File: config.mk
export PLATFORM = sky130hd
export DESIGN_NAME = viterbi_sched
export DESIGN_NICKNAME = d
export VERILOG_FILES = /design/src/rtl/viterbi_sched.sv
export SDC_FILE = /design/constraint.sdc
export NUM_CORES = 1
export LEC_CHECK = 0
export CAP_MARGIN = 0
export CORE_MARGIN = 2
export CORE_UTILIZATION = 52
export DETAILED_ROUTE_END_ITERATION = 6
export HOLD_SLACK_MARGIN = 0.15
export MAX_ROUTING_LAYER = met4
export PLACE_DENSITY = 0.82
export SETUP_SLACK_MARGIN = 0.5
export SYNTH_ARGS = -nofsm -noshare
export SYNTH_HDL_FRONTEND = slang
export SYNTH_SLANG_ARGS = --single-unit
File: constraint.sdc
create_clock -name clk -period 5 [get_ports clk]
set_input_delay 1 -clock clk [delete_from_list [all_inputs] [get_ports clk]]
set_output_delay 1 -clock clk [all_outputs]
set_load 0.02 [all_outputs]
File: src/rtl/viterbi_sched.sv
// viterbi_sched: runs one shared viterbi_pe over all states per observation, then backtracks the path.
// Latency: per step 1 + I*(1+PE_LAT) + 1 cycles plus observation wait; trace emits one element per accepted cycle.
// Backpressure: obs_ready only while waiting for a symbol; path_state/path_valid hold while path_ready is low.
// Ports: start/t_len begin a sequence; obs_* symbol input; pi/a_col/b_* model store lookups;
//        pe_* drive/receive the PE; path_* decoded states (time T-1 down to 0); busy/done status.
module viterbi_sched #(
   parameter  int I      = 3,
   parameter  int W      = 20,
   parameter  int NOBS   = 4,
   parameter  int MAX_T  = 16,
   parameter  int PE_LAT = 1,
   localparam int SW     = $clog2(I),
   localparam int OW     = $clog2(NOBS),
   localparam int TW     = $clog2(MAX_T + 1)
) (
   input  logic            clk,
   input  logic            rst_n,
   input  logic            start,
   input  logic [TW-1:0]   t_len,
   input  logic            obs_valid,
   input  logic [OW-1:0]   obs_in,
   output logic            obs_ready,
   input  logic [I*W-1:0]  pi_data,
   output logic [SW-1:0]   a_col_sel,
   input  logic [I*W-1:0]  a_col_data,
   output logic [SW-1:0]   b_state,
   output logic [OW-1:0]   b_obs,
   input  logic [W-1:0]    b_data,
   output logic [OW-1:0]   pe_obs,
   output logic [I*W-1:0]  pe_delta_prev,
   output logic [I*W-1:0]  pe_logA_col,
   output logic [W-1:0]    pe_logB_emit,
   input  logic [W-1:0]    pe_delta_out,
   input  logic [SW-1:0]   pe_psi_out,
   output logic            path_valid,
   output logic [SW-1:0]   path_state,
   output logic            path_last,
   input  logic            path_ready,
   output logic            busy,
   output logic            done
);

   localparam int RW = $clog2(MAX_T);                     // psi row index width
   localparam int CW = (PE_LAT > 1) ? $clog2(PE_LAT) : 1; // PE wait counter width

   typedef enum logic [3:0] {
      S_IDLE, S_INIT_OBS, S_INIT, S_STEP_OBS, S_ISSUE,
      S_WAIT, S_SWAP, S_FINAL, S_TRACE, S_DONE
   } state_t;

   state_t               state_q, state_d;
   logic [TW-1:0]        t_q, t_d;
   logic [TW-1:0]        tlen_q, tlen_d;
   logic [SW-1:0]        j_q, j_d;
   logic [SW-1:0]        s_q, s_d;
   logic [CW-1:0]        wcnt_q, wcnt_d;
   logic [OW-1:0]        cur_obs_q, cur_obs_d;
   logic signed [W-1:0]  delta_cur_q [I];
   logic signed [W-1:0]  delta_cur_d [I];
   logic signed [W-1:0]  delta_nxt_q [I];
   logic signed [W-1:0]  delta_nxt_d [I];
   logic [SW-1:0]        psi_q [MAX_T][I];
   logic [SW-1:0]        psi_d [MAX_T][I];

   logic signed [W-1:0]  pi_arr [I];
   logic [SW-1:0]        best_idx;
   logic signed [W-1:0]  best_val;

   function automatic logic signed [W-1:0] sat_add(input logic signed [W-1:0] a,
                                                   input logic signed [W-1:0] b);
      logic signed [W:0] sum;
      sum = {a[W-1], a} + {b[W-1], b};
      // Overflow shows up as the two top bits disagreeing.
      if (sum[W] != sum[W-1])
         return sum[W] ? {1'b1, {(W-1){1'b0}}} : {1'b0, {(W-1){1'b1}}};
      return sum[W-1:0];
   endfunction

   always_comb begin
      for (int k = 0; k < I; k++)
         pi_arr[k] = $signed(pi_data[k*W +: W]);
   end

   // Final-state argmax; strict compare keeps the lowest index on ties, matching the PE.
   always_comb begin
      best_idx = '0;
      best_val = delta_cur_q[0];
      for (int k = 1; k < I; k++) begin
         if (delta_cur_q[k] > best_val) begin
            best_val = delta_cur_q[k];
            best_idx = SW'(k);
         end
      end
   end

   always_comb begin
      state_d       = state_q;
      t_d           = t_q;
      tlen_d        = tlen_q;
      j_d           = j_q;
      s_d           = s_q;
      wcnt_d        = wcnt_q;
      cur_obs_d     = cur_obs_q;
      delta_cur_d   = delta_cur_q;
      delta_nxt_d   = delta_nxt_q;
      psi_d         = psi_q;
      obs_ready     = 1'b0;
      a_col_sel     = '0;
      b_state       = '0;
      b_obs         = '0;
      pe_obs        = '0;
      pe_delta_prev = '0;
      pe_logA_col   = '0;
      pe_logB_emit  = '0;
      path_valid    = 1'b0;
      path_state    = '0;
      path_last     = 1'b0;
      done          = 1'b0;
      busy          = (state_q != S_IDLE);

      case (state_q)
         S_IDLE: begin
            if (start) begin
               tlen_d  = (t_len > TW'(MAX_T)) ? TW'(MAX_T) : t_len;
               t_d     = '0;
               j_d     = '0;
               state_d = (t_len == '0) ? S_DONE : S_INIT_OBS;
            end
         end
         S_INIT_OBS, S_STEP_OBS: begin
            obs_ready = 1'b1;
            if (obs_valid) begin
               cur_obs_d = obs_in;
               j_d       = '0;
               state_d   = (state_q == S_INIT_OBS) ? S_INIT : S_ISSUE;
            end
         end
         S_INIT: begin
            b_state = j_q;
            b_obs   = cur_obs_q;
            delta_cur_d[j_q] = sat_add(pi_arr[j_q], $signed(b_data));
            if (j_q == SW'(I - 1)) begin
               t_d     = TW'(1);
               state_d = (tlen_q == TW'(1)) ? S_FINAL : S_STEP_OBS;
            end else begin
               j_d = j_q + SW'(1);
            end
         end
         S_ISSUE, S_WAIT: begin
            // PE inputs stay constant from ISSUE until the capture at the end of WAIT.
            a_col_sel    = j_q;
            b_state      = j_q;
            b_obs        = cur_obs_q;
            pe_obs       = cur_obs_q;
            pe_logA_col  = a_col_data;
            pe_logB_emit = b_data;
            for (int k = 0; k < I; k++)
               pe_delta_prev[k*W +: W] = delta_cur_q[k];
            if (state_q == S_ISSUE) begin
               wcnt_d  = '0;
               state_d = S_WAIT;
            end else if (wcnt_q == CW'(PE_LAT - 1)) begin
               delta_nxt_d[j_q]           = $signed(pe_delta_out);
               psi_d[t_q[RW-1:0]][j_q]    = pe_psi_out;
               if (j_q == SW'(I - 1)) begin
                  state_d = S_SWAP;
               end else begin
                  j_d     = j_q + SW'(1);
                  state_d = S_ISSUE;
               end
            end else begin
               wcnt_d = wcnt_q + CW'(1);
            end
         end
         S_SWAP: begin
            delta_cur_d = delta_nxt_q;
            t_d         = t_q + TW'(1);
            state_d     = ((t_q + TW'(1)) == tlen_q) ? S_FINAL : S_STEP_OBS;
         end
         S_FINAL: begin
            s_d     = best_idx;
            t_d     = tlen_q - TW'(1);
            state_d = S_TRACE;
         end
         S_TRACE: begin
            path_valid = 1'b1;
            path_state = s_q;
            path_last  = (t_q == '0);
            if (path_ready) begin
               if (t_q == '0) begin
                  state_d = S_DONE;
               end else begin
                  s_d = psi_q[t_q[RW-1:0]][s_q];
                  t_d = t_q - TW'(1);
               end
            end
         end
         S_DONE: begin
            done    = 1'b1;
            state_d = S_IDLE;
         end
         default: state_d = S_IDLE;
      endcase
   end

   always_ff @(posedge clk or negedge rst_n) begin
      if (!rst_n) begin
         state_q   <= S_IDLE;
         t_q       <= '0;
         tlen_q    <= '0;
         j_q       <= '0;
         s_q       <= '0;
         wcnt_q    <= '0;
         cur_obs_q <= '0;
         for (int k = 0; k < I; k++) begin
            delta_cur_q[k] <= '0;
            delta_nxt_q[k] <= '0;
         end
         for (int r = 0; r < MAX_T; r++)
            for (int k = 0; k < I; k++)
               psi_q[r][k] <= '0;
      end else begin
         state_q     <= state_d;
         t_q         <= t_d;
         tlen_q      <= tlen_d;
         j_q         <= j_d;
         s_q         <= s_d;
         wcnt_q      <= wcnt_d;
         cur_obs_q   <= cur_obs_d;
         delta_cur_q <= delta_cur_d;
         delta_nxt_q <= delta_nxt_d;
         psi_q       <= psi_d;
      end
   end

endmodule

=== After elaboration in Yosys (flattened, before gate mapping) ===
Cells that the tools add are included.

* Bits in registers: 237
* Output and inout port bits: 155

* Add/subtract/negate cells: 6
* $lt $le $gt $ge: 8
* Equal/unequal tests: 22
* Multiplexer cells: 70
* Bitwise operators: 5
* Reductions and logical operators: 20

{| class="wikitable"
|+ Operator list
! cell !! number
|-
| $mux 20 || 9
|-
| $bwmux 60 || 2
|-
| $mux 60 || 2
|-
| $pmux 60 s2 || 1
|-
| $bwmux 96 || 1
|-
| $bmux 20 s2 || 1
|-
| $demux 20 s2 || 1
|-
| $gt 20x20->1 || 2
|-
| $mux 2 || 17
|-
| $mux 4 || 8
|-
| $pmux 4 s7 || 1
|-
| $mux 5 || 5
|-
| $pmux 5 s5 || 1
|-
| $bmux 6 s4 || 1
|-
| $demux 6 s4 || 1
|-
| $add 20x20->21 || 1
|-
| $mux 6 || 3
|-
| $eq 4x3->1 const B || 4
|-
| $ne 2x2->1 const B || 8
|-
| $logic_not 5->1 || 2
|-
| $reduce_and 5->1 || 2
|-
| $sub 5x1->5 const B || 2
|-
| $mux 1 || 9
|-
| $mux 3 || 3
|-
| other kinds (33) || 44
|}

=== Depth between registers and ports, before layout ===
Gate-level depths: netlist of run 1.

* Depth after elaboration: 12
* Mapped depth: 20

=== Worst setup path before layout of run 1 ===
OpenSTA, ideal clock, no wires.

* Kind: reg-to-reg
* Start: register delta_cur_q[21] in the netlist's numbering
* End: register s_q[1]
* Setup time: 0.149 ns
* Arrival: 3.738 ns
* Setup slack: 1.113 ns
* Cell stages (with the launch flop): 20
* Buffers on the path: 1
* Clock period less this slack: 3.887 ns
* Cells stage by stage: dfrtp_1 ha_1 nor2b_1 o21a_1 o21ai_0 nand2b_1 a211oi_1 o21ai_0 mux2i_1 buf_2 mux2i_1 ha_1 nor2b_1 o21a_1 o21a_1 o21bai_1 a21oi_1 o31a_1 o41ai_1 o221ai_1

* Cells in the longest elaborated chain, start to end: 5

{| class="wikitable"
|+ Ends and longest elaborated chain
! what !! line !! RTL
|-
| start, declared || 58 || <nowiki>logic signed [W-1:0] delta_cur_q [I];</nowiki>
|-
| start signal, assigned || 230 || <nowiki>delta_cur_q <= delta_cur_d;</nowiki>
|-
| $gt 20x20->1 || 89 || <nowiki>if (delta_cur_q[k] > best_val) begin</nowiki>
|-
| $mux 20 * || 89 ||
|-
| $gt 20x20->1 * || 89 ||
|-
| $mux 2 * || 89 ||
|-
| $pmux 2 s2 * || 121 || <nowiki>case (state_q)</nowiki>
|-
| end signal, assigned || 212 || <nowiki>s_q <= '0;</nowiki>
|-
| end signal, assigned || 227 || <nowiki>s_q <= s_d;</nowiki>
|-
| end, declared || 55 || <nowiki>logic [SW-1:0] s_q, s_d;</nowiki>
|}

Every way passes the cells marked *; elsewhere a longest branch is shown, timed or not.
A chain may end at the register's enable or synchronous reset.

=== Worst setup path in the final report of run 1 ===
* Start: input pi_data[0]
* End: register delta_cur_q[11] in the netlist's numbering

* Cells in the longest elaborated chain, start to end: 11
* Elaborated cells between the ends (all ways): 13
* Classes of those cells: add/sub: 1; eq/ne: 1; mux: 11

{| class="wikitable"
|+ Ends and longest elaborated chain
! what !! line !! RTL
|-
| start, declared || 23 || <nowiki>input logic [I*W-1:0] pi_data,</nowiki>
|-
| $bmux 20 s2 * || 141 || <nowiki>delta_cur_d[j_q] = sat_add(pi_arr[j_q], $signed(b_data));</nowiki>
|-
| $mux 20 (not written as such) * (2 in series) || 141 ||
|-
| $add 20x20->21 * || 72 || <nowiki>sum = {a[W-1], a} + {b[W-1], b};</nowiki>
|-
| $ne 1x1->1 || 74 || <nowiki>if (sum[W] != sum[W-1])</nowiki>
|-
| $mux 1 || 74 ||
|-
| $mux 1 || 121 ||
|-
| $mux 20 * || 76 || <nowiki>return sum[W-1:0];</nowiki>
|-
| $mux 20 * || 121 ||
|-
| $bwmux 60 * || 141 ||
|-
| $pmux 60 s2 * || 121 ||
|}

Every way passes the cells marked *; elsewhere a longest branch is shown, timed or not. The select of a mux whose other input is x is not followed.

==> metrics.txt, run 1 <==
net total in the final layout 1987; capturing element type of the critical path flop; Seq/Total Area, Yosys around two fifths; number of primary I/O pins 329; detailed-route DRC error count 0; Worst Setup Start Kind input port; total routing usage reported by global routing 31.3%; number of enable-type register cells in the synthesized netlist 0; top cell type by total area after synthesis sky130_fd_sc_hd__dfrtp_1; TritonCTS buffer count 25; maximum fanout along the worst path 14; count of routing violations after the opening detailed-route iteration 1207; commonest register cell after synthesis sky130_fd_sc_hd__dfrtp_1; transition time at the pin with the least slew margin 1.20 ns; post-synthesis sequential element count 236; setup clock skew after layout ~0.0080 ns; portion of synthesized cell area occupied by the leading cell type 40.3%; count of endpoints failing setup in the final report 0; Peak VDD IR 0.342 mV; post-synthesis cell count 1452; share of flip-flops with an asynchronous set or reset after synthesis 100%; Root Buffer sky130_fd_sc_hd__clkbuf_16; quantity of I/O buffers inserted on ports 328; final design area excluding fillers 19100 um2; final critical-path share of the clock period 87.4%; Die X 172 um; HPWL after detailed placement 34100 um; Routed WL 45900 um; Via Count 12900; leading cell types by total area after synthesis sky130_fd_sc_hd__dfrtp_1 (40%), sky130_fd_sc_hd__mux2_2 (12%), sky130_fd_sc_hd__ha_1 (6.0%); pins over their slew limit 0; Max H-tree Level 1; starting density of the core 52.7%; worst path arrival time 4.77 ns; Yosys warning total 0; final RePlAce weighted congestion 0.941; Mapped Avg Cell Area 10.1 um2; FMAX ~230 MHz; Die Height 172 um; total standard cell area after synthesis 14600 um2; via count normalized by instance count 6.02; worst slew margin relative to its limit 19.7%; CTS tree built; share of cells above drive strength 1 16.4%; path type of the worst setup path input port to flop; RSZ-0062 raised after global routing true; power density normalized to cell area approximately 560 nW/um2; Max Buffers Root-to-Sink 3; final sum of negative setup slack 0 ns; Overflow after GRT 0; outcome complete, no violations; Tot Pwr 10.6 mW; worst hold-check path type flop to flop; Synth-to-Final Area Change 30.6%; placeable core region 27800 um2; ANT nets after route 0; clock latency of the later-clocked register in the worst-skew pair 0.52 ns; number of optimization iterations in the first detailed-route pass 7; leakage 7.98 nW; max-cap violation count 0; CTS Hold Bufs 0; number of core rows 61; unique cell type count in the Yosys netlist 63; Wirelength per Cell 21.5 um; number of antenna violations at the first check in global routing 1; vias in the first global route 12500; die outline area just under 30000 um2; Worst EP required 5.40 ns; total count of hold-check failures in the final report 0; nets in the synthesized netlist ~1700; largest net degree at the start of global routing 136; final worst path period need 4.37 ns; first-pass GRT wire length between 60000 and 70000 um; TritonCTS sink count 236; cell area after placement roughly 18000 um2; post-CTS clock slew at the launch and capture registers of the worst setup and hold paths 0.06 ns
-- cells in the final DEF (no fill, tap or decap), types with 17 or more instances in the layout --
| cell | netlist | routed |
|---|---|---|
| sky130_fd_sc_hd__a21oi_1 | 69 | 68 |
| sky130_fd_sc_hd__a22oi_1 | 22 | 22 |
| sky130_fd_sc_hd__a31oi_1 | 31 | 31 |
| sky130_fd_sc_hd__and2_1 | 127 | 127 |
| sky130_fd_sc_hd__buf_4 | 2 | 37 |
| sky130_fd_sc_hd__clkbuf_16 | 0 | 25 |
| sky130_fd_sc_hd__clkdlybuf4s50_1 | 0 | 325 |
| sky130_fd_sc_hd__dfrtp_1 | 236 | 236 |
| sky130_fd_sc_hd__ha_1 | 70 | 70 |
| sky130_fd_sc_hd__inv_1 | 39 | 39 |
| sky130_fd_sc_hd__mux2_2 | 162 | 162 |
| sky130_fd_sc_hd__mux2i_1 | 40 | 39 |
| sky130_fd_sc_hd__mux4_2 | 30 | 30 |
| sky130_fd_sc_hd__nand2_1 | 85 | 85 |
| sky130_fd_sc_hd__nand3_1 | 47 | 47 |
| sky130_fd_sc_hd__nor2_1 | 83 | 82 |
| sky130_fd_sc_hd__nor2b_1 | 18 | 18 |
| sky130_fd_sc_hd__nor3_1 | 35 | 35 |
| sky130_fd_sc_hd__o21ai_0 | 59 | 58 |
| sky130_fd_sc_hd__o21ai_1 | 23 | 24 |
| sky130_fd_sc_hd__xnor2_1 | 17 | 17 |
-- critical path: stages --
cell,delay [ns]
sky130_fd_sc_hd__clkdlybuf4s50_1,0.44
sky130_fd_sc_hd__mux2i_1,0.13
sky130_fd_sc_hd__o21ai_0,0.10
sky130_fd_sc_hd__ha_1,0.23
sky130_fd_sc_hd__fa_1,0.42
sky130_fd_sc_hd__a21o_1,0.20
sky130_fd_sc_hd__a311o_1,0.39
sky130_fd_sc_hd__a221oi_2,0.39
sky130_fd_sc_hd__o21ai_2,0.17
sky130_fd_sc_hd__a31oi_4,0.43
sky130_fd_sc_hd__a21oi_1,0.44
sky130_fd_sc_hd__a22oi_1,0.32
sky130_fd_sc_hd__a21oi_1,0.10
-- synthesized netlist by cell type, types with 4 or more instances --
| library cell | n |
|---|---|
| sky130_fd_sc_hd__o21ai_0 | 59 |
| sky130_fd_sc_hd__and3_1 | 8 |
| sky130_fd_sc_hd__buf_1 | 5 |
| sky130_fd_sc_hd__o22ai_1 | 11 |
| sky130_fd_sc_hd__a211oi_1 | 16 |
| sky130_fd_sc_hd__mux2i_1 | 40 |
| sky130_fd_sc_hd__mux4_2 | 30 |
| sky130_fd_sc_hd__o21ai_1 | 23 |
| sky130_fd_sc_hd__nor2_1 | 83 |
| sky130_fd_sc_hd__nor2b_1 | 18 |
| sky130_fd_sc_hd__dfrtp_1 | 236 |
| sky130_fd_sc_hd__inv_1 | 39 |
| sky130_fd_sc_hd__mux2_2 | 162 |
| sky130_fd_sc_hd__o21a_1 | 5 |
| sky130_fd_sc_hd__nand4_1 | 10 |
| sky130_fd_sc_hd__nand3b_1 | 4 |
| sky130_fd_sc_hd__o21bai_1 | 4 |
| sky130_fd_sc_hd__nand2_1 | 85 |
| sky130_fd_sc_hd__a221oi_1 | 5 |
| sky130_fd_sc_hd__nand2b_1 | 16 |
| sky130_fd_sc_hd__clkbuf_1 | 84 |
| sky130_fd_sc_hd__nor3_1 | 35 |
| sky130_fd_sc_hd__xnor2_1 | 17 |
| sky130_fd_sc_hd__a21o_1 | 15 |
| sky130_fd_sc_hd__a22oi_1 | 22 |
| sky130_fd_sc_hd__a21oi_1 | 69 |
| sky130_fd_sc_hd__xor2_1 | 8 |
| sky130_fd_sc_hd__buf_2 | 12 |
| sky130_fd_sc_hd__ha_1 | 70 |
| sky130_fd_sc_hd__nand3_1 | 47 |
| sky130_fd_sc_hd__and2_1 | 127 |
| sky130_fd_sc_hd__a31oi_1 | 31 |
| sky130_fd_sc_hd__a211o_1 | 5 |
| sky130_fd_sc_hd__o211ai_1 | 4 |
-- what timing repair did --
action                                  4_1_cts  5_1_grt
endpoints found under the setup margin        0       33
buffers inserted                              0        3
resized for setup                             0        3
-- stage by stage --
step                      setup slack (ns)  util [%]  cells  hold slack, ns
after floorplan                       1.11         -   1452           0.459
after global placement               0.210      65.8   2090           0.482
after detailed placement            0.0751      65.8   2090           0.479
after CTS                            0.505      68.7   2133           0.502
after global routing                 0.370      68.8   2137           0.508
final                                0.629      68.8   2137           0.501
-- final cells by class --
type	count	area [um2]
repair buffers	366	3580
diodes	1	2.50
clock buffers	37	741
flip-flops and latches	236	5910
multi-input cells	1074	8210
fillers	2086	8660
inverters	39	146
clock inverters	6	62.6
well taps	378	473
-- power by group --
part / switching [mW] / internal, mW / leakage [nW]
logic: 3.20 / 2.51 / 4.73
clock network: 0.743 / 1.07 / 0.399
registers: 0.632 / 2.49 / 2.84
-- cell families after synthesis --
kind of cell,share of synthesized area (%)
AO/OA/AOI/OAI,12.8
adder cells (fa/ha/maj),6.12
AND/OR/NAND/NOR,15.6
XOR/XNOR,1.50
multiplexers,19.8
flip-flops,40.3
buffers and inverters,3.79
-- sequential cells by signal (all words and copies together), names as in the netlist --
signal	flops
s_q	2
delta_nxt_q	60
cur_obs_q	2
delta_cur_q	60
psi_q	96
t_q	5
state_q	4
j_q	2
tlen_q	5
-- final timing paths --
check	from	to	slack [ns]	depth (start not counted)
max in group asynchronous	rst_n	delta_nxt_q[31]$_DFFE_PN0P_	3.33	2
hold / removal	psi_q[10]$_DFFE_PN0P_	psi_q[10]$_DFFE_PN0P_	0.50	1
min in group asynchronous	rst_n	psi_q[22]$_DFFE_PN0P_	0.60	1
setup reg to reg	delta_cur_q[41]$_DFFE_PN0P_	s_q[1]$_DFFE_PN0P_	0.72	22
setup / recovery	pi_data[0]	delta_cur_q[11]$_DFFE_PN0P_	0.63	13
hold reg to reg	psi_q[10]$_DFFE_PN0P_	psi_q[10]$_DFFE_PN0P_	0.50	1
-- routing by layer --
metal	routed length, um	track usage [%]
met5	0	-
met4	1400	9.94
met3	4040	5.45
met2	21500	50.1
met1	18900	40.9
Power figures use the tool's default switching activity.
==> run 2, diff against run 1 <==
CORE_UTILIZATION = 56   (was 52)
PLACE_DENSITY = 0.88   (was 0.82)
SKIP_CTS_REPAIR_TIMING = 1   (was unset)
clock period = 5.1 ns   (was 5 ns; I/O delays follow)
==> metrics.txt, run 2 (same netlist as run 1, synthesis figures left out) <==
outcome complete, no violations; Worst EP required 5.49 ns; pins over their slew limit 0; HPWL after detailed placement 34400 um; Via Count roughly 13000; total inserted antenna cells 0; detailed-route DRC error count 0; path type of the worst setup path flop to flop; power density normalized to cell area 552 nW/um2; slowest cell delay on critical path 0.40 ns; leading cell type in the layout, fill and taps excluded sky130_fd_sc_hd__clkdlybuf4s50_1; number of antenna violations at the first check in global routing 0; RSZ-0062 raised after global routing false; max-cap violation count 0; vias in the first global route 13200; number of optimization iterations in the first detailed-route pass 6; Routed WL between 40000 and 50000 um; routing usage on met2 56.9%; length in cells of the worst reg-to-reg path 21; total area of sequential cells 5910 um2; Max H-tree Level 1; quantity of I/O buffers inserted on ports 328; Worst setup endpoint s_q[1]$_DFFE_PN0P_; post-CTS clock slew at the launch and capture registers of the worst setup and hold paths roughly 0.06 ns; area of combinational cells with multiple inputs 8220 um2; net total in the final layout 1978; final sum of negative setup slack 0 ns; count of buffer and inverter cells on the critical path 3; number of inserted filler cells in the final layout 1782; Max Buffers Root-to-Sink 3; worst slew margin relative to its limit 19.5%; TritonCTS buffer count 25; capturing element type of the critical path flop; met3 GRT Util 5.73%; cell at the slowest stage of the critical path sky130_fd_sc_hd__dfrtp_1; Die Height 166 um; register ranked first by flip-flop count psi_q; Root Buffer sky130_fd_sc_hd__clkbuf_16; number of primary I/O pins 329; GR Layer Usage met1 43.6%; worst path arrival time between 4 and 5 ns; maximum fanout along the worst path 5; leakage 7.94 nW; via count normalized by instance count between 6 and 7; end of the worst register-to-register path s_q[1]$_DFFE_PN0P_; Layout Utilization 73.7%; number of flip-flops under the largest register name 96; count of routing violations after the opening detailed-route iteration 1329; Die X approximately 170 um; number of core rows around 60; placeable core region 25800 um2; CTS tree built; clock latency of the later-clocked register in the worst-skew pair 0.53 ns; count of endpoints failing setup in the final report 0; transition time at the pin with the least slew margin 1.21 ns; Critical R2R Launch delta_cur_q[45]$_DFFE_PN0P_; first-pass GRT wire length 74000 um; kind of cell adding the most delay to the critical path compound AO/OA/AOI/OAI gates; final critical-path share of the clock period 83.9%; final RePlAce weighted congestion approximately 0.93; cell seen most often among critical-path stages sky130_fd_sc_hd__a21oi_1; FMAX 234 MHz; Worst Setup Start Kind flop; largest net degree at the start of global routing 123; die outline area 27500 um2; final worst path period need 4.28 ns; starting density of the core 56.7%; Overflow after GRT 0; worst hold-check path type flop to flop; flop-to-flop setup slack 0.82 ns; total routing usage reported by global routing 34.6%; Wirelength per Cell 22.5 um; timing startpoint of the critical path delta_cur_q[45]$_DFFE_PN0P_; highest-count cells in the layout ignoring fill and taps sky130_fd_sc_hd__clkdlybuf4s50_1 (325), sky130_fd_sc_hd__dfrtp_1 (236), sky130_fd_sc_hd__mux2_2 (162); leading registers by flop count psi_q x96, delta_cur_q x60, delta_nxt_q x60; share of cells above drive strength 1 16.2%; peak-usage layer in the global routing report met2; setup clock skew after layout 0.0146 ns; TritonCTS sink count approximately 240; cell-by-cell listing of the critical path inv_1 -> ha_1 -> a21oi_1 -> nor2b_1 -> o21ai_0 -> a21oi_1 -> a211oi_1 -> o21ai_0 -> mux2i_4 -> buf_4 -> mux2i_1 -> ha_1 -> nor2b_1 -> o21a_1 -> o21a_1 -> o21bai_1 -> a21oi_1 -> o31a_1 -> o41ai_1 -> buf_4 -> o221ai_1; ANT nets after route 0; number of logic stages on the critical path including buffering 21; Synth-to-Final Area Change 30.1%; Peak VDD IR 0.415 mV; total count of hold-check failures in the final report 0
[run 2: cell count changes in the layout (fill, tap and decap cells not counted), sizes merged]
| cell | change |
|---|---|
| clkinv | +1 |
| bufinv | +2 |
| clkbuf | -4 |
| buf | -9 |
| inv | +1 |
| clkinvlp | +1 |
| diode | -1 |
[run 2: routing by layer]
layer,routed length (um),share of wire (%)
met1,18200,39
met2,23000,49
met3,4180,8.9
met4,1680,3.6
met5,0,0
[run 2: stage by stage]
stage,hold WS (ns),instances,cell area (um2),power (mW),worst slack (ns)
3_5_place_dp,0.491,2038,18200,8.45,0.225
3_3_place_gp,0.482,2038,18200,8.25,0.296
5_1_grt,0.518,2085,19100,11.2,0.500
2_1_floorplan,0.459,1452,14600,6.58,1.21
6_report,0.502,2085,19100,10.5,0.819
4_1_cts,0.505,2082,19000,10.4,0.604
[run 2: cell type report]
type,count,share of cell area (%)
Tap cell,335,2.20
Inverter,39,0.768
Timing Repair Buffer,357,18.4
Sequential cell,236,31.0
Clock buffer,33,3.70
Clock inverter,11,0.736
Multi-Input combinational cell,1074,43.2
[run 2: report_power, final]
group	switching, mW	internal, mW
Sequential	0.626	2.44
Clock	0.744	1.12
Combinational	3.14	2.44
Total	4.51	6.00
[run 2: worst min-delay path by stage]
stage | startpoint | to | cells after the start
floorplan | delta_nxt_q[27]$_DFFE_PN0P_ | delta_cur_q[27]$_DFFE_PN0P_ | 2
global placement | psi_q[15]$_DFFE_PN0P_ | psi_q[15]$_DFFE_PN0P_ | 1
detailed placement | psi_q[52]$_DFFE_PN0P_ | psi_q[52]$_DFFE_PN0P_ | 1
CTS | psi_q[3]$_DFFE_PN0P_ | psi_q[3]$_DFFE_PN0P_ | 1
global route | psi_q[31]$_DFFE_PN0P_ | psi_q[31]$_DFFE_PN0P_ | 1
finish | psi_q[3]$_DFFE_PN0P_ | psi_q[3]$_DFFE_PN0P_ | 1
